===== config.mk =====
export PLATFORM = sky130hd
export DESIGN_NAME = clasificador_rechazo
export DESIGN_NICKNAME = d
export VERILOG_FILES = /design/src/rtl/clasificador_rechazo.sv
export SDC_FILE = /design/constraint.sdc
export NUM_CORES = 1
export LEC_CHECK = 0
export BUFFER_PORTS_ARGS = -buffer_cell sky130_fd_sc_hd__buf_4
export CORE_MARGIN = 4
export CORE_UTILIZATION = 40
export DETAILED_ROUTE_END_ITERATION = 8
export GPL_TIMING_DRIVEN = 0
export PLACE_DENSITY_LB_ADDON = 0.25
export SLEW_MARGIN = 20
export SYNTH_ARGS = -nofsm -noshare
export SYNTH_HDL_FRONTEND = slang
export SYNTH_SLANG_ARGS = --single-unit

===== constraint.sdc =====
create_clock -name clk -period 1.5 [get_ports clk]
set_input_delay 0.15 -clock clk [delete_from_list [all_inputs] [get_ports clk]]
set_output_delay 0.15 -clock clk [all_outputs]
set_load 0.05 [all_outputs]

===== src/rtl/clasificador_rechazo.sv =====
// clasificador_rechazo
//   Downstream stage of the inspection FSM. Consumes the 2-bit verdict E,
//   counts approved/rejected products and fires the reject diverter once the
//   product has travelled the conveyor delay. It raises a sticky alarm on a
//   run of consecutive rejects and a sticky error when rejects arrive faster
//   than the diverter can serve them (one in service plus one queued).
//
//   Build option: define CLASIF_SATURATE_EN to make cnt_ok/cnt_rej saturate
//   at 2**CNT_W-1. Without it both counters wrap modulo 2**CNT_W.
//
// Ports
//   clk          in   rising-edge clock
//   reset_n      in   asynchronous active-low reset
//   E            in   verdict: 00 none, 01 advance, 10 rejected, 11 approved
//   clr          in   sync clear of counters, consec run, alarm, err_ovf
//   diverter     out  actuator push (registered, high while in PUSH)
//   cnt_ok       out  approved count
//   cnt_rej      out  rejected count
//   alarm        out  sticky: ALARM_TH consecutive rejects seen
//   err_ovf      out  sticky: reject arrived while one was already queued
//   busy         out  sorter not idle or a reject is queued
//   sorter_state out  IDLE 00, WAIT 01, PUSH 10, GUARD 11
module clasificador_rechazo #(
  parameter int DELAY     = 4,
  parameter int PULSE_LEN = 3,
  parameter int ALARM_TH  = 3,
  parameter int CNT_W     = 8
) (
  input  logic             clk,
  input  logic             reset_n,
  input  logic [1:0]       E,
  input  logic             clr,
  output logic             diverter,
  output logic [CNT_W-1:0] cnt_ok,
  output logic [CNT_W-1:0] cnt_rej,
  output logic             alarm,
  output logic             err_ovf,
  output logic             busy,
  output logic [1:0]       sorter_state
);

  localparam logic [1:0] S_IDLE  = 2'b00;
  localparam logic [1:0] S_WAIT  = 2'b01;
  localparam logic [1:0] S_PUSH  = 2'b10;
  localparam logic [1:0] S_GUARD = 2'b11;

  localparam int TMAX = (DELAY > PULSE_LEN) ? DELAY : PULSE_LEN;
  localparam int TW   = $clog2(TMAX + 1);
  localparam int CW   = $clog2(ALARM_TH + 1);

  localparam logic [TW-1:0] T_DLY = TW'(DELAY - 1);
  localparam logic [TW-1:0] T_PLS = TW'(PULSE_LEN - 1);
  localparam logic [CW-1:0] C_TH  = CW'(ALARM_TH);

  logic [1:0]    state, state_nxt;
  logic [TW-1:0] tmr, tmr_nxt;
  logic          pending, pending_nxt;
  logic          ovf;
  logic [CW-1:0] consec, consec_nxt;
  logic          rej, ok;

  assign rej = (E == 2'b10);
  assign ok  = (E == 2'b11);

  function automatic logic [CNT_W-1:0] bump(input logic [CNT_W-1:0] v);
`ifdef CLASIF_SATURATE_EN
    return (&v) ? v : v + 1'b1;
`else
    return v + 1'b1;
`endif
  endfunction

  // Sorter FSM plus single-entry reject queue.
  always_comb begin
    state_nxt   = state;
    tmr_nxt     = tmr;
    pending_nxt = pending;
    ovf         = 1'b0;
    case (state)
      S_IDLE: begin
        if (rej) begin
          state_nxt = S_WAIT;
          tmr_nxt   = T_DLY;
        end
      end
      S_WAIT: begin
        if (tmr == '0) begin
          state_nxt = S_PUSH;
          tmr_nxt   = T_PLS;
        end else begin
          tmr_nxt = tmr - 1'b1;
        end
      end
      S_PUSH: begin
        if (tmr == '0) state_nxt = S_GUARD;
        else           tmr_nxt   = tmr - 1'b1;
      end
      default: begin
        // GUARD exit: serve the queued reject first. A fresh reject on this
        // edge with the queue empty starts directly, which times it exactly
        // as if it had been queued and released on this same edge. With the
        // queue full the fresh reject is dropped and flagged.
        if (pending) begin
          state_nxt   = S_WAIT;
          tmr_nxt     = T_DLY;
          pending_nxt = 1'b0;
          ovf         = rej;
        end else if (rej) begin
          state_nxt = S_WAIT;
          tmr_nxt   = T_DLY;
        end else begin
          state_nxt = S_IDLE;
        end
      end
    endcase
    if (rej && (state == S_WAIT || state == S_PUSH)) begin
      if (pending) ovf         = 1'b1;
      else         pending_nxt = 1'b1;
    end
  end

  // Consecutive-reject run, saturating at the alarm threshold.
  always_comb begin
    consec_nxt = consec;
    if (rej) begin
      if (consec != C_TH) consec_nxt = consec + 1'b1;
    end else if (ok) begin
      consec_nxt = '0;
    end
  end

  always_ff @(posedge clk or negedge reset_n) begin
    if (!reset_n) begin
      state    <= S_IDLE;
      tmr      <= '0;
      pending  <= 1'b0;
      diverter <= 1'b0;
    end else begin
      state    <= state_nxt;
      tmr      <= tmr_nxt;
      pending  <= pending_nxt;
      diverter <= (state_nxt == S_PUSH);
    end
  end

  // Statistics; clr wins over any event in the same cycle but never touches
  // the sorter itself.
  always_ff @(posedge clk or negedge reset_n) begin
    if (!reset_n) begin
      cnt_ok  <= '0;
      cnt_rej <= '0;
      consec  <= '0;
      alarm   <= 1'b0;
      err_ovf <= 1'b0;
    end else if (clr) begin
      cnt_ok  <= '0;
      cnt_rej <= '0;
      consec  <= '0;
      alarm   <= 1'b0;
      err_ovf <= 1'b0;
    end else begin
      if (ok)  cnt_ok  <= bump(cnt_ok);
      if (rej) cnt_rej <= bump(cnt_rej);
      consec <= consec_nxt;
      if (consec_nxt == C_TH) alarm   <= 1'b1;
      if (ovf)                err_ovf <= 1'b1;
    end
  end

  assign busy         = (state != S_IDLE) || pending;
  assign sorter_state = state;

endmodule


### After elaboration in Yosys (flattened, before gate mapping)

Cells that the tools add are included.

* bits in registers: 27
* input port bits: 5
* output and inout port bits: 22
* word-level logic and storage cells: 62

* add/subtract/negate cells: 4
* equality and inequality tests: 8
* multiplexer cells: 30
* reductions and logical operators: 11

Operators with widths (number)
* $mux W8: 4
* $add A8 B1 Y8 const B: 2
* $mux W2: 7
* $mux W1: 13
* $mux W3: 4
* $eq A2 B2 Y1 const B: 5
* $reduce_bool A2 Y1: 5
* $pmux W3 S3: 1
* $pmux W2 S3: 1
* $ne A2 B2 Y1 const B: 2
* $logic_not A3 Y1: 1
* $reduce_or A3 Y1: 1
* $sub A3 B1 Y3 const B: 1
* $add A2 B1 Y2 const B: 1
* $eq A2 B1 Y1 const B: 1
* $logic_not A2 Y1: 1
* $logic_or A1 B1 Y1: 2
* $logic_and A1 B1 Y1: 1

### Depth between registers and ports, before layout

* word-level depth: 7
* gate-level depth with buffers: 6
* mapped depth without buffers: 6

### Worst setup path after synthesis

Ideal clock, no wire load.

* path kind: flip-flop to flip-flop
* start point: register state[0], in the netlist sorter_state[0]
* end point: register diverter
* library setup time: 0.066 ns
* arrival time: 1.909 ns
* required time: 1.434 ns
* setup slack: -0.475 ns
* cell stages (with the launch flop): 6
* path buffers: 0
* clock period less this slack: 1.975 ns
* cell sequence: dfrtp_1 inv_1 ha_1 a211o_1 a2111oi_4 and2_1

* cells in the longest elaborated chain, start to end: 3

RTL lines
* from (decl): RTL line 55 `logic [1:0] state, state_nxt;`
* from (signal assigned): RTL line 139 `state <= state_nxt;`
* $eq A2 B2 Y1 (tied with other cells): RTL line 79 `case (state)`
* $pmux W2 S3 (*): RTL line 79
* $eq A2 B2 Y1 (*): RTL line 142 `diverter <= (state_nxt == S_PUSH);`
* to (signal assigned): RTL line 142
* to (decl): RTL line 33 `output logic diverter,`

Mark *: on every way between the ends. The rest lies on a longest branch, timed or not.
A chain may end at the register's enable or synchronous reset.

### Worst setup path in the final report

Same ends and word-level chain as after synthesis.

==> run metrics <==
result of the run finished, violations left; failing checks negative setup slack; final period utilization 1.074; largest net degree at the start of global routing 28; die width 67.51 um; unrepaired setup endpoints after global routing true; classification of the worst setup path reg -> reg; combinational family with the most area after synthesis simple AND/OR/NAND/NOR gates; xor/xnor cell area share of the yosys netlist 0.08657; final RePlAce weighted congestion 0.8442; netlist area before placement 1416 um^2; post-synthesis register bit count 27; slowest cell on the critical path sky130_fd_sc_hd__dfrtp_4; starting utilization of the core area 0.4179; number of standard-cell rows in the floorplan 21; remaining global-route overflow 0; first-pass GRT wire length 5030 um; routed wire length 2975 um; instance area after placement 1710 um^2; Cell variety after synth 32; number of buffers on the longest clock path 2; sinks on the clock net 27; Post-Synth Simple-Gate Area 0.2094; Hold Vio Cnt, Final 0; share of layout cells above drive strength 1 0.2961; skew final 0.01054 ns; vias in the first global route 1,114; sequence of cells on the critical path ha_4 -> a211o_1 -> a2111oi_4 -> and2_1; fin worst setup slack -0.1109 ns; number of endpoints failing setup at the final stage 4; share of the synthesized area in compound gates (AO/OA/AOI/OAI) 0.1210; WL/cell 13.22 um; Critical Path Sink Type register; post-synth net total 159; boundary pin count 27; number of antenna violations at the first check in global routing 0; total vias in the final route 1,123; launching element type of the critical path register; final design area excluding fillers 1803 um^2; die height 67.51 um; synthesized area divided by synthesized cell count 9.701 um^2; worst slack at placement -0.2144 ns; number of antenna diodes 0; time the final worst path needs with I/O delays and setup 1.611 ns; multiplexer share of the synthesized area 0; post-CTS clock slew at the launch and capture registers of the worst setup and hold paths 0.14 ns; area share of fa/ha/maj cells after synthesis 0.07067; number of nets in the layout 193; post-synthesis cell count 146; number of nets with antenna violations after detailed routing 0; area of the die 4557 um^2; Crit path buffers/inverters 0; peak supply drop 0.0005395 V; total track usage 0.1453; count of maximum capacitance violations 0; clock root buffer sky130_fd_sc_hd__clkbuf_4; P&R area growth vs syn 27.30%; total clock buffers created by CTS 3; Max transition margin 0.6732; YS warnings 0; Crit path arrival time 1.88 ns; sequential element share of the synthesized area 0.4770; largest driver fanout on the critical path 4; routed vias/inst 4.991; Slew @ Worst Pin 0.4902 ns; path class of the lowest-slack min-delay path in -> reg; number of fillers in the final layout 303; CTS tree built; pwr dens 1486 nW/um^2; Residual DRC 0; leakage power 0.8356 nW; hpwl dp 2251 um; Max Slew Vio Count 0; insertion delay to the later sink of the worst-skew pair 0.32 ns; core area 3390 um^2; cell family with the largest share of critical-path delay compound AO/OA/AOI/OAI gates; maximum achievable frequency 0.6208 GHz; drt first-iter violations 24; data required time at the worst endpoint 1.77 ns; count of port buffers added during placement 25; CP peak stage delay 0.54 ns; first drt pass iteration count 4; number of H-tree levels 1
## per-layer routing
layer,global-route usage,routed length [um],vias up
met5,0,0,-
met4,0.04557,16,0
met3,0.01498,78,2
met2,0.2588,1597,13
met1,0.1830,1282,547
li1,-,-,561
## worst min-delay path, cell delays in order
cell,delay [ns]
sky130_fd_sc_hd__buf_4,0.13
sky130_fd_sc_hd__nand3_1,0.07
sky130_fd_sc_hd__a21oi_1,0.05
## cell type report
type | instances | area (um^2) | share of cell area
buffer | 5 | 23.77 | 0.01319
clock buffer | 4 | 26.28 | 0.01457
inverter | 8 | 35.03 | 0.01943
multi-input combinational | 106 | 753.2 | 0.4178
sequential | 27 | 683.2 | 0.3789
tap | 46 | 57.56 | 0.03192
timing repair buffer | 29 | 224.0 | 0.1242
## timing repair
action,4_1_cts,5_1_grt
hold endpoints to repair,27,0
gates resized for setup,8,3
cloned,0,0
hold buffers,1,0
pin swaps,7,3
setup buffers,3,0
setup endpoints to repair,6,7
## final timing paths
path | depth (start not counted) | slack (ns) | to | start
setup / recovery | 4 | -0.11 | diverter | sorter_state[0]
hold / removal | 3 | 0.11 | cnt_ok[1] | E[0]
setup reg to reg | 4 | -0.11 | diverter | sorter_state[0]
hold reg to reg | 2 | 0.52 | err_ovf | err_ovf
max in group asynchronous | 2 | 0.96 | sorter_state[0] | reset_n
min in group asynchronous | 2 | 0.26 | cnt_ok[5] | reset_n
## cells in the final DEF, fill, tap and decap left out, types with 10 or more instances in the layout
cell type                 synthesis  routed
sky130_fd_sc_hd__buf_4            0      27
sky130_fd_sc_hd__nand2_1         15      14
sky130_fd_sc_hd__dfrtp_1         27      23
sky130_fd_sc_hd__a21oi_1         12      10
sky130_fd_sc_hd__xor2_1          10      10
sky130_fd_sc_hd__nor2_1          20      19
## kinds of logic (layout without fill, tap and decap cells)
family	count (synthesis)	after routing
buffers and inverters	13	46
XOR/XNOR	14	14
flip-flops	27	27
AO/OA/AOI/OAI	25	25
AND/OR/NAND/NOR	59	59
adder cells (fa/ha/maj)	8	8
## where the power goes
part | switching, mW | internal, mW | total, mW | leakage (nW)
Clock | 0.205 | 0.104 | 0.309 | 0.0150
Sequential | 0.100 | 0.841 | 0.941 | 0.359
Combinational | 0.789 | 0.640 | 1.43 | 0.462
Total | 1.09 | 1.59 | 2.68 | 0.836
## synth_stat cells, drive strengths merged
| cell | instances | area share |
|---|---|---|
| o2111ai | 1 | 0.0062 |
| a211o | 1 | 0.0062 |
| a21oi | 12 | 0.042 |
| o22ai | 1 | 0.0044 |
| and3 | 3 | 0.013 |
| ha | 8 | 0.071 |
| buf | 1 | 0.0035 |
| o21ai | 3 | 0.011 |
| a2111oi | 1 | 0.019 |
| nand3 | 2 | 0.0071 |
| and3b | 2 | 0.013 |
| and2 | 1 | 0.0044 |
| nand2b | 3 | 0.019 |
| inv | 8 | 0.021 |
| xor2 | 10 | 0.062 |
| xnor2 | 4 | 0.025 |
| a31o | 1 | 0.0062 |
| nand2 | 15 | 0.040 |
| dfrtp | 27 | 0.48 |
| nor3b | 1 | 0.0053 |
| nand4 | 4 | 0.018 |
| or3 | 2 | 0.0088 |
| o32a | 1 | 0.0071 |
| clkbuf | 4 | 0.011 |
| a31oi | 3 | 0.013 |
| nor2b | 2 | 0.0088 |
| nor3 | 2 | 0.0071 |
| nor2 | 20 | 0.053 |
| and4 | 2 | 0.012 |
| o21bai | 1 | 0.0053 |
## stage by stage
step | utilization | power [mW] | setup TNS (ns) | hold slack, ns | cells
5_1_grt | 0.5319 | 2.844 | -0.5691 | 0.09892 | 225
3_3_place_gp | 0.5046 | 2.164 | -0.2665 | 0.08330 | 217
4_1_cts | 0.5290 | 2.677 | -0.3651 | 0.1008 | 225
3_5_place_dp | 0.5046 | 2.224 | -0.5025 | 0.08679 | 217
6_report | 0.5319 | 2.679 | -0.2366 | 0.1058 | 225
2_1_floorplan | - | 1.913 | -0.3436 | -0.1456 | 146
## registers in the layout (all words and copies together), names as in the netlist
register      flops
diverter          1
alarm             1
pending           1
cnt_rej           8
cnt_ok            8
err_ovf           1
sorter_state      2
consec            2
tmr               3
No activity file was read; power rests on OpenSTA's default activity.
